$ cat src/rtl/rv32i_pkg.sv
// rv32i_pkg: shared constants and types for the RV32I core.
// Fetch-stage state encoding and the canonical NOP live here.
package rv32i_pkg;

  localparam int XLEN = 32;

  localparam logic [XLEN-1:0] NOP_INSTR = 32'h0000_0013;

  typedef enum logic [1:0] {
    FETCH,
    WAIT,
    DROP,
    VALID
  } fetch_state_e;

endpackage

$ cat src/rtl/instr_fetch.sv
// instr_fetch: RV32I fetch stage. Owns the PC, issues one word request
// at a time and presents the returned word with a valid/stall handshake.
module instr_fetch
  import rv32i_pkg::*;
#(
  parameter logic [31:0] RESET_PC  = 32'h0000_0000,
  parameter logic [31:0] NOP_INSTR = rv32i_pkg::NOP_INSTR
) (
  input  logic        clk,
  input  logic        reset,
  input  logic        Redirect,
  input  logic [31:0] RedirectPC,
  input  logic        Stall,
  output logic        IMemReq,
  output logic [31:0] IMemAddr,
  input  logic        IMemRValid,
  input  logic [31:0] IMemRData,
  output logic        InstrValid,
  output logic [31:0] Instr,
  output logic [31:0] PC,
  output logic [31:0] PCPlus4,
  output logic        Fault
);

  fetch_state_e    r_state;
  fetch_state_e    w_state_nxt;
  logic [XLEN-1:0] r_pc;
  logic [XLEN-1:0] r_instr;
  logic            r_valid;
  logic            r_fault;
  logic [XLEN-1:0] w_pc_nxt;
  logic [XLEN-1:0] w_instr_nxt;
  logic            w_valid_nxt;
  logic            w_fault_nxt;
  logic [XLEN-1:0] w_pc_inc;
  logic [XLEN-1:0] w_req_pc;
  logic            w_req;
  logic            w_pc_mis;
  logic            w_inc_mis;

  assign w_pc_inc  = r_pc + 32'd4;
  assign w_pc_mis  = |r_pc[1:0];
  assign w_inc_mis = |w_pc_inc[1:0];

  // Next-state, next-PC mux and request strobe.
  always_comb begin
    w_state_nxt = r_state;
    w_pc_nxt    = r_pc;
    w_instr_nxt = r_instr;
    w_valid_nxt = r_valid;
    w_fault_nxt = r_fault;
    w_req       = 1'b0;
    w_req_pc    = r_pc;
    unique case (r_state)
      FETCH: begin
        if (w_pc_mis) begin
          // A misaligned target never reaches memory; present a faulting NOP.
          if (Redirect) begin
            w_pc_nxt = RedirectPC;
          end else begin
            w_state_nxt = VALID;
            w_instr_nxt = NOP_INSTR;
            w_valid_nxt = 1'b1;
            w_fault_nxt = 1'b1;
          end
        end else begin
          w_req = 1'b1;
          if (Redirect) begin
            w_pc_nxt    = RedirectPC;
            w_state_nxt = DROP;
          end else begin
            w_state_nxt = WAIT;
          end
        end
      end
      WAIT: begin
        if (Redirect) begin
          w_pc_nxt    = RedirectPC;
          w_state_nxt = IMemRValid ? FETCH : DROP;
        end else if (IMemRValid) begin
          w_instr_nxt = IMemRData;
          w_valid_nxt = 1'b1;
          w_state_nxt = VALID;
        end
      end
      DROP: begin
        if (Redirect) begin
          w_pc_nxt = RedirectPC;
        end
        if (IMemRValid) begin
          w_state_nxt = FETCH;
        end
      end
      VALID: begin
        if (Redirect) begin
          w_pc_nxt    = RedirectPC;
          w_instr_nxt = NOP_INSTR;
          w_valid_nxt = 1'b0;
          w_fault_nxt = 1'b0;
          w_state_nxt = FETCH;
        end else if (!Stall) begin
          w_pc_nxt    = w_pc_inc;
          w_instr_nxt = NOP_INSTR;
          w_valid_nxt = 1'b0;
          w_fault_nxt = 1'b0;
          // Sequential fetch after a faulting PC stays misaligned:
          // let FETCH raise the fault again rather than request memory.
          if (w_inc_mis) begin
            w_state_nxt = FETCH;
          end else begin
            w_req       = 1'b1;
            w_req_pc    = w_pc_inc;
            w_state_nxt = WAIT;
          end
        end
      end
      default: begin
        w_state_nxt = FETCH;
      end
    endcase
    if (reset) begin
      w_req = 1'b0;
    end
  end

  // State, PC and instruction register update.
  always_ff @(posedge clk) begin
    if (reset) begin
      r_state <= FETCH;
      r_pc    <= RESET_PC;
      r_instr <= NOP_INSTR;
      r_valid <= 1'b0;
      r_fault <= 1'b0;
    end else begin
      r_state <= w_state_nxt;
      r_pc    <= w_pc_nxt;
      r_instr <= w_instr_nxt;
      r_valid <= w_valid_nxt;
      r_fault <= w_fault_nxt;
    end
  end

  assign IMemReq    = w_req;
  assign IMemAddr   = {w_req_pc[31:2], 2'b00};
  assign InstrValid = r_valid;
  assign Instr      = r_instr;
  assign PC         = r_pc;
  assign PCPlus4    = w_pc_inc;
  assign Fault      = r_fault;

endmodule
$ cat config.mk
export PLATFORM = sky130hd
export DESIGN_NAME = instr_fetch
export DESIGN_NICKNAME = d
export VERILOG_FILES = /design/src/rtl/rv32i_pkg.sv /design/src/rtl/instr_fetch.sv
export SDC_FILE = /design/constraint.sdc
export NUM_CORES = 1
export LEC_CHECK = 0
export ABC_CLOCK_PERIOD_IN_PS = 2400
export BUFFER_PORTS_ARGS = -buffer_cell sky130_fd_sc_hd__buf_2
export CAP_MARGIN = 10
export CORE_ASPECT_RATIO = 1.1
export CORE_MARGIN = 2
export CORE_UTILIZATION = 40
export DETAILED_ROUTE_END_ITERATION = 8
export HOLD_SLACK_MARGIN = 0.15
export PLACE_DENSITY = 0.76
export SLEW_MARGIN = 20
export SYNTH_ARGS = -nofsm -noshare
export SYNTH_HDL_FRONTEND = slang
export SYNTH_SLANG_ARGS = --single-unit
export TNS_END_PERCENT = 100
$ cat constraint.sdc
create_clock -name clk -period 2.4 [get_ports clk]
set_input_delay 0.48 -clock clk [delete_from_list [all_inputs] [get_ports clk]]
set_output_delay 0.48 -clock clk [all_outputs]
set_load 0.02 [all_outputs]
; After elaboration in Yosys (flattened, before gate mapping)
; Cells that the tools add are included.
; Widths: inputs -> output; s select.
[op_classes]
addsub = 1
muxes = 40
n_eq_ne = 12
reduce_logical = 10
[ops]
columns = operator, count
row1 = $mux 32, 13
row2 = $pmux 32 s3, 1
row3 = $pmux 32 s2, 1
row4 = $add 32x3->32 const B, 1
row5 = $mux 2, 9
row6 = $mux 1, 12
row7 = $ne 2x2->1 const B, 5
row8 = $ne 3x3->1 const B, 3
row9 = $pmux 2 s4, 1
row10 = $reduce_and 4->1, 2
row11 = $reduce_and 6->1, 1
row12 = $eq 2x2->1 const B, 2
row13 = $pmux 1 s2, 2
row14 = $reduce_or 2->1, 2
row15 = $pmux 1 s3, 1
row16 = $reduce_bool 3->1, 1
row17 = $reduce_or 3->1, 1
row18 = $eq 2x1->1 const B, 1
row19 = $logic_not 2->1, 1
row20 = $ne 2x1->1 const B, 1
row21 = $reduce_and 2->1, 1
row22 = $reduce_bool 2->1, 1
[totals]
regBits = 68

; Logic depth before layout (Yosys ltp)
; Gate-level depths: netlist of run 1.
[logic_depth]
word_depth = 7
ltp_mapped = 7
depth_no_buf = 6

; Least setup slack after synthesis of run 1
; OpenSTA, ideal clock, no wires.
[synth_timing]
path_kind = register to output
start = reg r_pc[3] (netlist: PC[3])
end = out IMemAddr[16]
arrival_ps = 2060
setup_slack_ps = -140
stages_incl_launch_ff = 6
path_cell_list = dfxtp_1 > ha_1 > nand3_1 > nor3_1 > nand4_1 > xnor2_1
[synth_via]
elab_chain_len = 5
[synth_lines]
columns = item, line
row1 = "start, declared", instr_fetch.sv:27  ; logic [XLEN-1:0] r_pc;
row2 = "start signal, assigned", instr_fetch.sv:136  ; r_pc <= w_pc_nxt;
row3 = $add 32x3->32, instr_fetch.sv:41  ; assign w_pc_inc = r_pc + 32'd4;
row4 = $mux 32, instr_fetch.sv:108  ; if (w_inc_mis) begin
row5 = $mux 32, instr_fetch.sv:101  ; end else if (!Stall) begin
row6 = $mux 32, instr_fetch.sv:95  ; if (Redirect) begin
row7 = $mux 32, instr_fetch.sv:54  ; unique case (r_state)
row8 = "end, declared", instr_fetch.sv:15  ; output logic [31:0] IMemAddr,
; Every way passes these cells.

; Final worst setup path of run 1
[layout_timing]
start = reg r_pc[17] (netlist: PC[17])
end = out PCPlus4[30]
[layout_via]
elab_chain_len = 1
[layout_lines]
columns = item, line
row1 = $add 32x3->32, instr_fetch.sv:41
row2 = "end, declared", instr_fetch.sv:21  ; output logic [31:0] PCPlus4,
; Every way passes these cells.

==> results of run 1 <==
[flip-flops by register name (all words and copies together) (netlist names)]
register,flops
Instr,32
PC,32
r_state,2
Fault,1
InstrValid,1
[stage by stage]
step | utilization [%] | power (mW) | hold WS, ns | TNS (ns)
after global placement | 53.5 | 2.54 | 0.455 | 0
after detailed placement | 53.5 | 2.58 | 0.461 | 0
final | 62.8 | 4.09 | 0.381 | -0.326
after CTS | 58.2 | 4.01 | 0.380 | -0.133
after global routing | 62.8 | 4.28 | 0.403 | -1.80
after floorplan | - | 2.13 | 0.482 | -0.204
[logic make-up (layout without fill, tap and decap cells)]
kind of cell | Yosys count | in the layout | share of synthesized area [%]
and+or+nand+nor | 214 | 215 | 26.5
buffers and inverters | 78 | 299 | 7.72
other | 1 | 3 | 0.0845
adders and majority gates | 6 | 6 | 1.69
muxes | 2 | 2 | 0.451
xor gates and xnor gates | 68 | 68 | 13.4
DFF | 68 | 68 | 30.7
AOI/OAI and AO/OA | 136 | 136 | 19.4
[report_power, final]
part           internal [mW]  leakage, nW  switching, mW  total [mW]
clock network          0.905        0.151          0.520        1.42
registers               1.22        0.570         0.0883        1.31
logic                  0.475         2.34          0.885        1.36
total                   2.60         3.06           1.49        4.09
[cell type report]
cell class | instances | area [sq um] | share of cell area [%]
Clock buffer | 9 | 225 | 3.30
Timing Repair Buffer | 272 | 1710 | 25.1
Multi-Input combinational cell | 429 | 3130 | 45.8
Sequential cell | 68 | 1440 | 21.1
Tap cell | 147 | 184 | 2.69
Antenna cell | 1 | 2.50 | 0.0367
Inverter | 12 | 45.0 | 0.660
Clock inverter | 6 | 90.1 | 1.32
[worst paths after layout]
| check | start | endpoint | cells past startpoint |
|---|---|---|---|
| max | PC[17]$_SDFFE_PP0P_ | PCPlus4[30] | 7 |
| min | RedirectPC[6] | PC[6]$_SDFFE_PP0P_ | 3 |
| max reg2reg | r_state[0]$_SDFFE_PP0P_ | PC[26]$_SDFFE_PP0P_ | 6 |
| min reg2reg | Instr[24]$_SDFFE_PP0P_ | Instr[24]$_SDFFE_PP0P_ | 2 |
[metal layers]
metal,up-vias,GRT usage (%)
met4,0,12.3
met3,70,5.92
li1,2535,-
met5,-,0
met2,350,42.2
met1,2617,31.5
[critical path, delay by kind of cell (launching register included)]
kind          cells  cell delay [ns]
xor+xnor          1             0.15
simple gates      3             0.60
buf+inv           3             0.54
flops             1             0.37
[what timing repair did]
item	4_1_cts	5_1_grt
pin swaps	7	26
buffers inserted	3	14
resized for setup	54	80
cloned	0	4
setup endpoints to repair	34	40
hold endpoints to repair	0	0
[synthesized netlist by cell type, types with 15 or more instances]
cell                       number  area, sq um
sky130_fd_sc_hd__a21oi_1       44          220
sky130_fd_sc_hd__nand2_1       31          116
sky130_fd_sc_hd__a311oi_1      15          131
sky130_fd_sc_hd__nor2_1        43          161
sky130_fd_sc_hd__nand3_1       21          105
sky130_fd_sc_hd__clkbuf_1      39          146
sky130_fd_sc_hd__xor2_1        26          228
sky130_fd_sc_hd__o21ai_0       34          170
sky130_fd_sc_hd__buf_2         18         90.1
sky130_fd_sc_hd__nand4_1       46          288
sky130_fd_sc_hd__xnor2_1       42          368
sky130_fd_sc_hd__dfxtp_1       68         1360
[cells in the final DEF (no fill, tap or decap), types with 5 or more instances in the layout]
cell type / n
sky130_fd_sc_hd__xnor2_1: 38
sky130_fd_sc_hd__o21bai_1: 6
sky130_fd_sc_hd__nor4_1: 6
sky130_fd_sc_hd__a21oi_1: 43
sky130_fd_sc_hd__dfxtp_1: 43
sky130_fd_sc_hd__and4_1: 5
sky130_fd_sc_hd__buf_6: 6
sky130_fd_sc_hd__buf_4: 85
sky130_fd_sc_hd__nand3_1: 11
sky130_fd_sc_hd__nand3_2: 10
sky130_fd_sc_hd__dfxtp_2: 7
sky130_fd_sc_hd__nor2_1: 39
sky130_fd_sc_hd__buf_2: 175
sky130_fd_sc_hd__nor3_4: 5
sky130_fd_sc_hd__a211oi_1: 14
sky130_fd_sc_hd__nand4_1: 46
sky130_fd_sc_hd__nand2_1: 29
sky130_fd_sc_hd__and4_4: 5
sky130_fd_sc_hd__and3_1: 6
sky130_fd_sc_hd__nor3_1: 5
sky130_fd_sc_hd__o31ai_1: 5
sky130_fd_sc_hd__xor2_1: 25
sky130_fd_sc_hd__inv_1: 10
sky130_fd_sc_hd__a311oi_1: 15
sky130_fd_sc_hd__o21ai_0: 34
sky130_fd_sc_hd__dfxtp_4: 18
sky130_fd_sc_hd__or4_1: 5
sky130_fd_sc_hd__clkbuf_16: 11
==> impl_table.tex, run 1 <==
\begin{tabular}{lr}
\hline
Metric & Value \\
\hline
\multicolumn{2}{l}{\textbf{GRT}} \\
Vias in the first global route & about 5.1k \\
Grt ovf & 0 \\
Largest net degree at the start of global routing & slightly below 60 \\
Antenna violations before repair & 1 \\
Combined global-route utilization of all metal layers & 25.6\% \\
Global-route wire length before repair & 24.8 mm \\
\multicolumn{2}{l}{\textbf{Drt}} \\
Number of DRC markers after the initial detailed-route iteration & between 500 and 600 \\
DRC errors left & 0 \\
Via count & about 5.6k \\
Via density per instance & between 5 and 6 \\
Aggregate routed wire length & between 15 and 20 mm \\
Met2 routed WL & $\sim$8.3 mm \\
Count of antenna-violating nets left after detailed routing & 0 \\
Highest routing layer actually used & met4 \\
Number of search-and-repair iterations in the first detailed-routing pass & 5 \\
DRT met1 WL & 6.76 mm \\
Mean routed wirelength per cell & $\sim$18 um \\
Met3 Routed Length & 1.46 mm \\
\multicolumn{2}{l}{\textbf{STA}} \\
Worst relative slew slack & a little over two fifths \\
Number of pins exceeding their max-slew limit in the final report & 0 \\
Part of the cycle the worst path needs & 103\% \\
Hold violation count in the final report & 0 \\
Finish-stage setup viols & 13 \\
Max Clk Rate & 403 MHz \\
Clock skew after layout & 0.0107 ns \\
Setup repair after global routing missed its margin & true \\
Time the worst path needs with I/O delays and setup & about 2.5 ns \\
Actual slew at the worst max-slew pin & about 0.86 ns \\
PnR worst setup slack & -0.0795 ns \\
\multicolumn{2}{l}{\textbf{Clocking}} \\
Buffer levels on the longest clock path & 2 \\
Post-CTS clock slew at the launch and capture registers of the worst setup and hold paths & about 0.050 ns \\
Clock tree from TritonCTS & yes \\
Clock sink count & between 60 and 70 \\
Hold\_buf cts & 0 \\
Source-to-sink clock delay at the later pin of the worst-skew pair & 0.34 ns \\
Total CTS buffers & 9 \\
Root Buffer Master & sky130\_fd\_sc\_hd\_\_clkbuf\_16 \\
H-tree lvl count & 3 \\
\multicolumn{2}{l}{\textbf{Worst setup path}} \\
Arrival time reported for the critical path endpoint & 2.00 ns \\
Kind of capture point of the worst setup path & output pin \\
Required arrival time at the worst endpoint & between 1.5 and 2 ns \\
Worst R2R Setup Slack & 0.26 ns \\
Crit path kind & reg2out \\
Maximum net fanout on the critical path & 5 \\
Ordered list of cells on the worst path & nand4\_1 -> buf\_4 -> nor4\_2 -> buf\_4 -> and3\_4 -> xor2\_1 -> buf\_4 \\
CP Launch Type & flop \\
Cell mode on critical path & sky130\_fd\_sc\_hd\_\_buf\_4 \\
Largest incremental delay on the critical path & approximately 0.37 ns \\
Max stage delay cell, worst path & sky130\_fd\_sc\_hd\_\_dfxtp\_4 \\
\multicolumn{2}{l}{\textbf{Yosys}} \\
Predominant post-synthesis flop cell & sky130\_fd\_sc\_hd\_\_dfxtp\_1 \\
Share of flip-flops with an asynchronous set or reset & 0\% \\
Combined area of all synthesized cells & 4440 sq um \\
FF+latch count, synth & between 60 and 70 \\
Cell variety after synth & 52 \\
Number of warnings printed during yosys synthesis & 0 \\
Cells after Synth & roughly 570 \\
Seq/Total Area, Yosys & between 30\% and 40\% \\
Average size of a mapped cell & 7.75 sq um \\
Number of enable flip-flop cells after synthesis & 0 \\
\multicolumn{2}{l}{\textbf{Pwr}} \\
IR Drop Worst-Case VDD & 301 uV \\
P per Cell Area & about 600 nW/um\^{}2 \\
Lkg Pwr & between 3 and 4 nW \\
\multicolumn{2}{l}{\textbf{Finish}} \\
P\&R area growth vs syn & 53.7\% \\
Final std cells w/o fill & $\sim$940 \\
Filler cell count & between 800 and 900 \\
Ratio of cells with drive above 1 in the final layout & 47.0\% \\
Area of all placed cells without fillers & roughly 6800 sq um \\
Nets & $\sim$870 \\
\multicolumn{2}{l}{\textbf{Hold path}} \\
Path class of the lowest-slack min-delay path & in2reg \\
\multicolumn{2}{l}{\textbf{Placed design}} \\
Area after detailed placement & between 5000 and 6000 sq um \\
Count of input and output buffers & 197 \\
Post-placement worst setup slack & $\sim$0.10 ns \\
Estimated wirelength of the detail-placed design & 11.4 mm \\
Instance count after placement with tap cells included & between 900 and 1k \\
GP Congestion & $\sim$0.97 \\
\multicolumn{2}{l}{\textbf{Run status}} \\
Violations in the final reports & setup timing \\
Outcome & finished, violations left \\
\multicolumn{2}{l}{\textbf{Job}} \\
Max-cap violation count & 0 \\
\multicolumn{2}{l}{\textbf{Die}} \\
Number of placement rows & 40 \\
Die boundary width & around 100 um \\
Die Footprint & roughly 12000 sq um \\
Effective utilization at floorplan & 40.9\% \\
Die Ht & 114 um \\
I/O pins & 200 \\
Core Footprint & 10900 sq um \\
\hline
\end{tabular}
Note: power is estimated with default switching activity, not from simulation.
==> inputs of run 2 (changes only) <==
Settings changed: PLACE_DENSITY 0.76 to 0.68.
==> run 2 against run 1 <==
- the run still ends with setup timing left
- cell count is 3.0% higher
- highest routed layer unchanged
- design area up 2.4%
- total power shrank 1.1%
- global-route usage rose by 0.78 points
- die area is the same
- wire length grew 2.2%
- setup slack got worse by 0.013 ns
- critical endpoint is now PCPlus4[29]
- largest cell class unchanged
- fmax shrank 0.54%
- via count rose by 0.57%
- clock power fell by 6%
==> impl_table.tex, run 2 (synthesized netlist as in run 1, its figures left out) <==
\begin{tabular}{lr}
\hline
Metric & Value \\
\hline
\multicolumn{2}{l}{\textbf{Run status}} \\
Outcome & finished, violations left \\
Violations in the final reports & setup timing \\
\multicolumn{2}{l}{\textbf{Drt}} \\
Number of search-and-repair iterations in the first detailed-routing pass & 5 \\
Number of DRC markers after the initial detailed-route iteration & 474 \\
DRC errors left & 0 \\
Aggregate routed wire length & 17.6 mm \\
Via count & about 5.6k \\
Via density per instance & about 5.8 \\
Count of antenna-violating nets left after detailed routing & 0 \\
Mean routed wirelength per cell & around 18 um \\
\multicolumn{2}{l}{\textbf{Pwr}} \\
Final total power & roughly 4 mW \\
Net switching fraction of the power & 37.1\% \\
Sw Pwr & around 1.5 mW \\
Power share of the clock group & between 30\% and 40\% \\
P per Cell Area & just under 600 nW/um\^{}2 \\
IR Drop Worst-Case VDD & around 420 uV \\
Part of the power in registers & roughly 32\% \\
Lkg Pwr & 3.18 nW \\
Share of total power in combinational logic & about a third \\
Cell internal power dissipation & around 2.5 mW \\
\multicolumn{2}{l}{\textbf{Die}} \\
Effective utilization at floorplan & slightly above 40\% \\
Die boundary width & 104 um \\
Number of placement rows & 40 \\
Core Footprint & between 10000 and 15000 sq um \\
Die Footprint & about 12000 sq um \\
I/O pins & 200 \\
Die Ht & roughly 110 um \\
\multicolumn{2}{l}{\textbf{Placed design}} \\
Post-placement worst setup slack & about 0.14 ns \\
GP Congestion & between 0.9 and 1 \\
Count of input and output buffers & 197 \\
Estimated wirelength of the detail-placed design & 11.9 mm \\
\multicolumn{2}{l}{\textbf{Clocking}} \\
H-tree lvl count & 3 \\
Post-CTS clock slew at the launch and capture registers of the worst setup and hold paths & roughly 0.070 ns \\
Root Buffer Master & sky130\_fd\_sc\_hd\_\_clkbuf\_16 \\
Hold\_buf cts & 0 \\
Clock sink count & 68 \\
Source-to-sink clock delay at the later pin of the worst-skew pair & $\sim$0.33 ns \\
Total CTS buffers & 9 \\
Clock tree from TritonCTS & yes \\
Buffer levels on the longest clock path & 2 \\
\multicolumn{2}{l}{\textbf{STA}} \\
Clock skew after layout & approximately 0.013 ns \\
Setup TNS & -0.475 ns \\
Setup repair after global routing missed its margin & true \\
Worst relative slew slack & about 45\% \\
Max Clk Rate & between 400 and 500 MHz \\
Time the worst path needs with I/O delays and setup & roughly 2.5 ns \\
Part of the cycle the worst path needs & 104\% \\
Finish-stage setup viols & 11 \\
Number of pins exceeding their max-slew limit in the final report & 0 \\
Hold violation count in the final report & 0 \\
PnR worst setup slack & -0.0930 ns \\
Worst Hold Slack & about 0.39 ns \\
Actual slew at the worst max-slew pin & about 0.83 ns \\
\multicolumn{2}{l}{\textbf{Worst setup path}} \\
Ordered list of cells on the worst path & nand4\_1 -> buf\_4 -> nor4\_2 -> buf\_4 -> and2\_4 -> xor2\_1 -> buf\_4 \\
Required arrival time at the worst endpoint & 1.92 ns \\
Number of cells on the worst reg-to-reg path & 8 \\
Worst setup path startpoint & PC[5]\$\_SDFFE\_PP0P\_ \\
Kind of capture point of the worst setup path & output pin \\
Cell family with the largest share of critical-path delay & simple AND/OR/NAND/NOR gates \\
Max stage delay cell, worst path & sky130\_fd\_sc\_hd\_\_dfxtp\_2 \\
Maximum net fanout on the critical path & 5 \\
Reg-to-reg startpoint & r\_state[0]\$\_SDFFE\_PP0P\_ \\
Arrival time reported for the critical path endpoint & 2.01 ns \\
Cell mode on critical path & sky130\_fd\_sc\_hd\_\_buf\_4 \\
CP Launch Type & flop \\
Bufs and invs on worst path & 3 \\
Largest incremental delay on the critical path & about 0.36 ns \\
Crit path kind & reg2out \\
WP depth & 7 \\
\multicolumn{2}{l}{\textbf{Job}} \\
Max-cap violation count & 0 \\
\multicolumn{2}{l}{\textbf{Finish}} \\
Filler cell count & between 900 and 1k \\
Commonest cells after routing, fill and taps aside & sky130\_fd\_sc\_hd\_\_buf\_2, sky130\_fd\_sc\_hd\_\_buf\_4, sky130\_fd\_sc\_hd\_\_nand4\_1, sky130\_fd\_sc\_hd\_\_dfxtp\_1, sky130\_fd\_sc\_hd\_\_a21oi\_1 \\
Inserted Diodes & 0 \\
Most common cell after layout, fill and taps aside & sky130\_fd\_sc\_hd\_\_buf\_2 \\
P\&R area growth vs syn & 57.4\% \\
Ratio of cells with drive above 1 in the final layout & approximately half \\
Nets & between 800 and 900 \\
\multicolumn{2}{l}{\textbf{GRT}} \\
Grt ovf & 0 \\
Largest net degree at the start of global routing & 43 \\
Routing layer with the top usage in global route & met2 \\
Routing usage on met3 & 4.15\% \\
Vias in the first global route & around 5.1k \\
Global-route met1 utilization & between 30 and 40\% \\
Global-route wire length before repair & roughly 26 mm \\
Antenna violations before repair & 0 \\
Global routing usage on met2 & 45.3\% \\
Combined global-route utilization of all metal layers & between 20\% and 30\% \\
\multicolumn{2}{l}{\textbf{Hold path}} \\
Cells on Worst Hold Path & 3 \\
Path class of the lowest-slack min-delay path & in2reg \\
Launch instance of the worst min-delay path & RedirectPC[0] \\
\hline
\end{tabular}
==> run 2: cell types whose count changed in the layout (fill, tap and decap cells not counted), sizes merged <==
cell      delta
buf         +29
inv          +2
bufinv       -1
clkinv       +1
clkinvlp     -1
diode        -1
nand4        -1
==> run 2: layout make-up <==
cell class | instances | area [sq um] | share of cell area, %
clock buffer | 9 | 225 | 3.22
clock inverter | 7 | 75.1 | 1.07
inverter | 12 | 45.0 | 0.645
multi-input combinational | 428 | 3100 | 44.4
sequential | 68 | 1400 | 20.1
tap | 147 | 184 | 2.63
timing repair buffer | 301 | 1950 | 28.0
==> run 2: path summary, 6_finish.rpt <==
| check | slack (ns) | end |
|---|---|---|
| worst max-delay path | -0.09 | PCPlus4[29] |
| worst min-delay path | 0.39 | PC[0]$_SDFFE_PP0P_ |
| worst max register to register | 0.20 | Instr[28]$_SDFFE_PP0P_ |
| worst min register to register | 0.47 | Instr[15]$_SDFFE_PP0P_ |
==> run 2: worst min-delay path, delay by kind of cell <==
kind	cells	cell delay (ns)
simple gates	1	0.07
buf+inv	1	0.08
mux	1	0.05
==> run 2: power by group through the flow <==
| stage | logic [mW] | clock network, mW | registers, mW |
|---|---|---|---|
| final | 1.41 | 1.34 | 1.30 |
| after global routing | 1.50 | 1.41 | 1.31 |
| after CTS | 1.34 | 1.35 | 1.29 |
| after detailed placement | 1.31 | 0 | 1.30 |
| after global placement | 1.28 | 0 | 1.30 |
| after floorplan | 0.733 | 0 | 1.39 |
==> run 2: stage by stage <==
step / cells / util [%] / cell area [sq um]
finish: 972 / 64.3 / 6990
global placement: 923 / 54.5 / 5920
global route: 972 / 64.3 / 6990
detailed placement: 923 / 54.5 / 5920
CTS: 951 / 60.2 / 6540
floorplan: 574 / - / 4470
==> run 2: repair_timing <==
action / CTS / global route
gates resized for setup: 63 / 70
setup endpoints to repair: 42 / 47
setup buffers: 12 / 19
pin swaps: 9 / 24
gates cloned: 0 / 2
==> run 2: routing by layer <==
metal	vias to the layer above	part of all wire (%)
met5	-	0
met4	0	4.3
met3	70	8.0
met2	326	48
met1	2621	40
li1	2587	-
==> inputs of run 3 (changes only) <==
Settings changed: ABC_CLOCK_PERIOD_IN_PS 2400 to 2300.
Clock period 2.4 ns to 2.3 ns, I/O delays scaled along.
==> run 3 against run 2 <==
- the run still ends with setup timing left
- setup slack worse by 0.080 ns
- combinational power rose by 9%
- clock skew decreased by 0.0039 ns
- first-iteration DRC count rose by 16%
- hold slack lost 0.017 ns
- count of clock-buffer cells in the layout did not move
- design area increased by 8.5%
- register-to-register slack got worse by 0.13 ns
- sequential power grew 5%
- global-route usage grew 2.2 points
- cell count rose by 2.0%
- largest cell class unchanged
==> impl_table.tex, run 3 (synthesized netlist as in run 1, its figures left out) <==
\begin{tabular}{lr}
\hline
Metric & Value \\
\hline
\multicolumn{2}{l}{\textbf{Worst setup path}} \\
Arrival time reported for the critical path endpoint & $\sim$2 ns \\
CP Launch Type & flop \\
Ordered list of cells on the worst path & and4\_4 -> nand4\_1 -> buf\_4 -> nor4\_4 -> xor2\_2 -> buf\_6 \\
Kind of capture point of the worst setup path & output pin \\
Crit path kind & reg2out \\
Largest incremental delay on the critical path & between 0.3 and 0.4 ns \\
Maximum net fanout on the critical path & 10 \\
Max stage delay cell, worst path & sky130\_fd\_sc\_hd\_\_dfxtp\_4 \\
Required arrival time at the worst endpoint & between 1.5 and 2 ns \\
\multicolumn{2}{l}{\textbf{STA}} \\
Actual slew at the worst max-slew pin & 0.563 ns \\
Clock skew after layout & roughly 0.0090 ns \\
Max Clk Rate & slightly above 400 MHz \\
Setup repair after global routing missed its margin & true \\
Time the worst path needs with I/O delays and setup & between 2 and 2.5 ns \\
Worst relative slew slack & 62.2\% \\
Number of pins exceeding their max-slew limit in the final report & 0 \\
Part of the cycle the worst path needs & 108\% \\
PnR worst setup slack & -0.173 ns \\
Hold violation count in the final report & 0 \\
Finish-stage setup viols & 42 \\
\multicolumn{2}{l}{\textbf{Clocking}} \\
Post-CTS clock slew at the launch and capture registers of the worst setup and hold paths & roughly 0.060 ns \\
Clock tree from TritonCTS & yes \\
H-tree lvl count & 3 \\
Buffer levels on the longest clock path & 2 \\
Root Buffer Master & sky130\_fd\_sc\_hd\_\_clkbuf\_16 \\
Source-to-sink clock delay at the later pin of the worst-skew pair & between 0.3 and 0.4 ns \\
Clock sink count & a little under 70 \\
Total CTS buffers & 9 \\
\multicolumn{2}{l}{\textbf{Drt}} \\
Number of DRC markers after the initial detailed-route iteration & 550 \\
Mean routed wirelength per cell & about 20 um \\
Number of search-and-repair iterations in the first detailed-routing pass & 5 \\
Via count & 5924 \\
Via density per instance & around 6 \\
Aggregate routed wire length & about 20 mm \\
Count of antenna-violating nets left after detailed routing & 0 \\
DRC errors left & 0 \\
\multicolumn{2}{l}{\textbf{GRT}} \\
Grt ovf & 0 \\
Global-route wire length before repair & between 20 and 30 mm \\
Antenna violations before repair & 0 \\
Combined global-route utilization of all metal layers & between 20\% and 30\% \\
Vias in the first global route & around 5.4k \\
Largest net degree at the start of global routing & between 40 and 50 \\
\multicolumn{2}{l}{\textbf{Finish}} \\
Commonest cells after routing, fill and taps aside & sky130\_fd\_sc\_hd\_\_buf\_2, sky130\_fd\_sc\_hd\_\_buf\_4, sky130\_fd\_sc\_hd\_\_nand4\_1, sky130\_fd\_sc\_hd\_\_a21oi\_1, sky130\_fd\_sc\_hd\_\_dfxtp\_1 \\
Final std cells w/o fill & about 990 \\
Inserted Diodes & 0 \\
Most common cell after layout, fill and taps aside & sky130\_fd\_sc\_hd\_\_buf\_2 \\
Nets & 914 \\
P\&R area growth vs syn & 70.7\% \\
Filler cell count & 773 \\
Ratio of cells with drive above 1 in the final layout & 54.4\% \\
\multicolumn{2}{l}{\textbf{Hold path}} \\
Path class of the lowest-slack min-delay path & in2reg \\
\multicolumn{2}{l}{\textbf{Die}} \\
Effective utilization at floorplan & between 40\% and 50\% \\
Die boundary width & between 100 and 150 um \\
Die Footprint & about 12000 sq um \\
Core Footprint & 10900 sq um \\
Die Ht & around 110 um \\
Number of placement rows & 40 \\
I/O pins & 200 \\
\multicolumn{2}{l}{\textbf{Run status}} \\
Violations in the final reports & setup timing \\
Outcome & finished, violations left \\
\multicolumn{2}{l}{\textbf{Pwr}} \\
IR Drop Worst-Case VDD & 465 uV \\
P per Cell Area & 569 nW/um\^{}2 \\
Lkg Pwr & between 3 and 4 nW \\
\multicolumn{2}{l}{\textbf{Placed design}} \\
Post-placement worst setup slack & approximately 0.023 ns \\
Count of input and output buffers & just under 200 \\
Instance count after placement with tap cells included & approximately 920 \\
Estimated wirelength of the detail-placed design & 11.9 mm \\
GP Congestion & roughly 0.9 \\
\multicolumn{2}{l}{\textbf{Job}} \\
Max-cap violation count & 0 \\
\hline
\end{tabular}
-- run 3: per-layer routing --
layer	wire length [um]	part of all wire [%]	GRT usage, %
met4	846	4.3	13.9
met3	2050	10	6.15
met2	9540	49	48.9
met5	0	0	0
met1	7070	36	33.9
-- run 3: final cells by class --
cell class	count	area [sq um]	share of cell area (%)
Multi-Input combinational cell	428	3420	45.1
Tap cell	147	184	2.43
Timing Repair Buffer	320	2200	29.0
Clock buffer	9	225	2.97
Sequential cell	68	1440	18.9
Clock inverter	7	73.8	0.974
Inverter	12	45.0	0.594
-- run 3: report_power, final --
group          total (mW)  switching (mW)  leakage, nW  internal, mW
combinational        1.54           0.966         2.80         0.573
sequential           1.36          0.0852        0.571          1.28
clock                1.41           0.568        0.146         0.845
total                4.31            1.62         3.52          2.69
-- run 3: metrics by stage --
stage / power [mW] / setup TNS, ns / instance area [sq um] / utilization, % / hold WS, ns
after floorplan: 2.25 / -0.0203 / 4680 / - / 0.482
after global placement: 2.70 / 0 / 6050 / 55.7 / 0.455
after detailed placement: 2.73 / 0 / 6050 / 55.7 / 0.464
after CTS: 4.21 / -0.856 / 7020 / 64.6 / 0.369
after global routing: 4.50 / -5.82 / 7580 / 69.8 / 0.385
final: 4.31 / -3.40 / 7580 / 69.8 / 0.376
-- run 3: final timing paths --
path         cells after the start                    start  slack, ns                      to
min                              3            RedirectPC[0]       0.38      PC[0]$_SDFFE_PP0P_
min reg2reg                      2   Instr[15]$_SDFFE_PP0P_       0.48  Instr[15]$_SDFFE_PP0P_
max reg2reg                      7  r_state[1]$_SDFFE_PP0P_       0.07     PC[16]$_SDFFE_PP0P_
max                              6       PC[9]$_SDFFE_PP0P_      -0.17            IMemAddr[31]
-- run 3: worst max-delay path: cells and delay by family (launching register included) --
kind          cells  cell delay, ns
simple gates      3            0.76
xor+xnor          1            0.19
buf+inv           2            0.38
flops             1            0.36
-- run 3: what timing repair did --
item / in CTS / in global routing
hold buffers: 0 / 0
cloned: 2 / 1
gates resized for setup: 111 / 93
endpoints found under the setup margin: 50 / 50
pin swaps: 25 / 39
setup buffers: 31 / 26
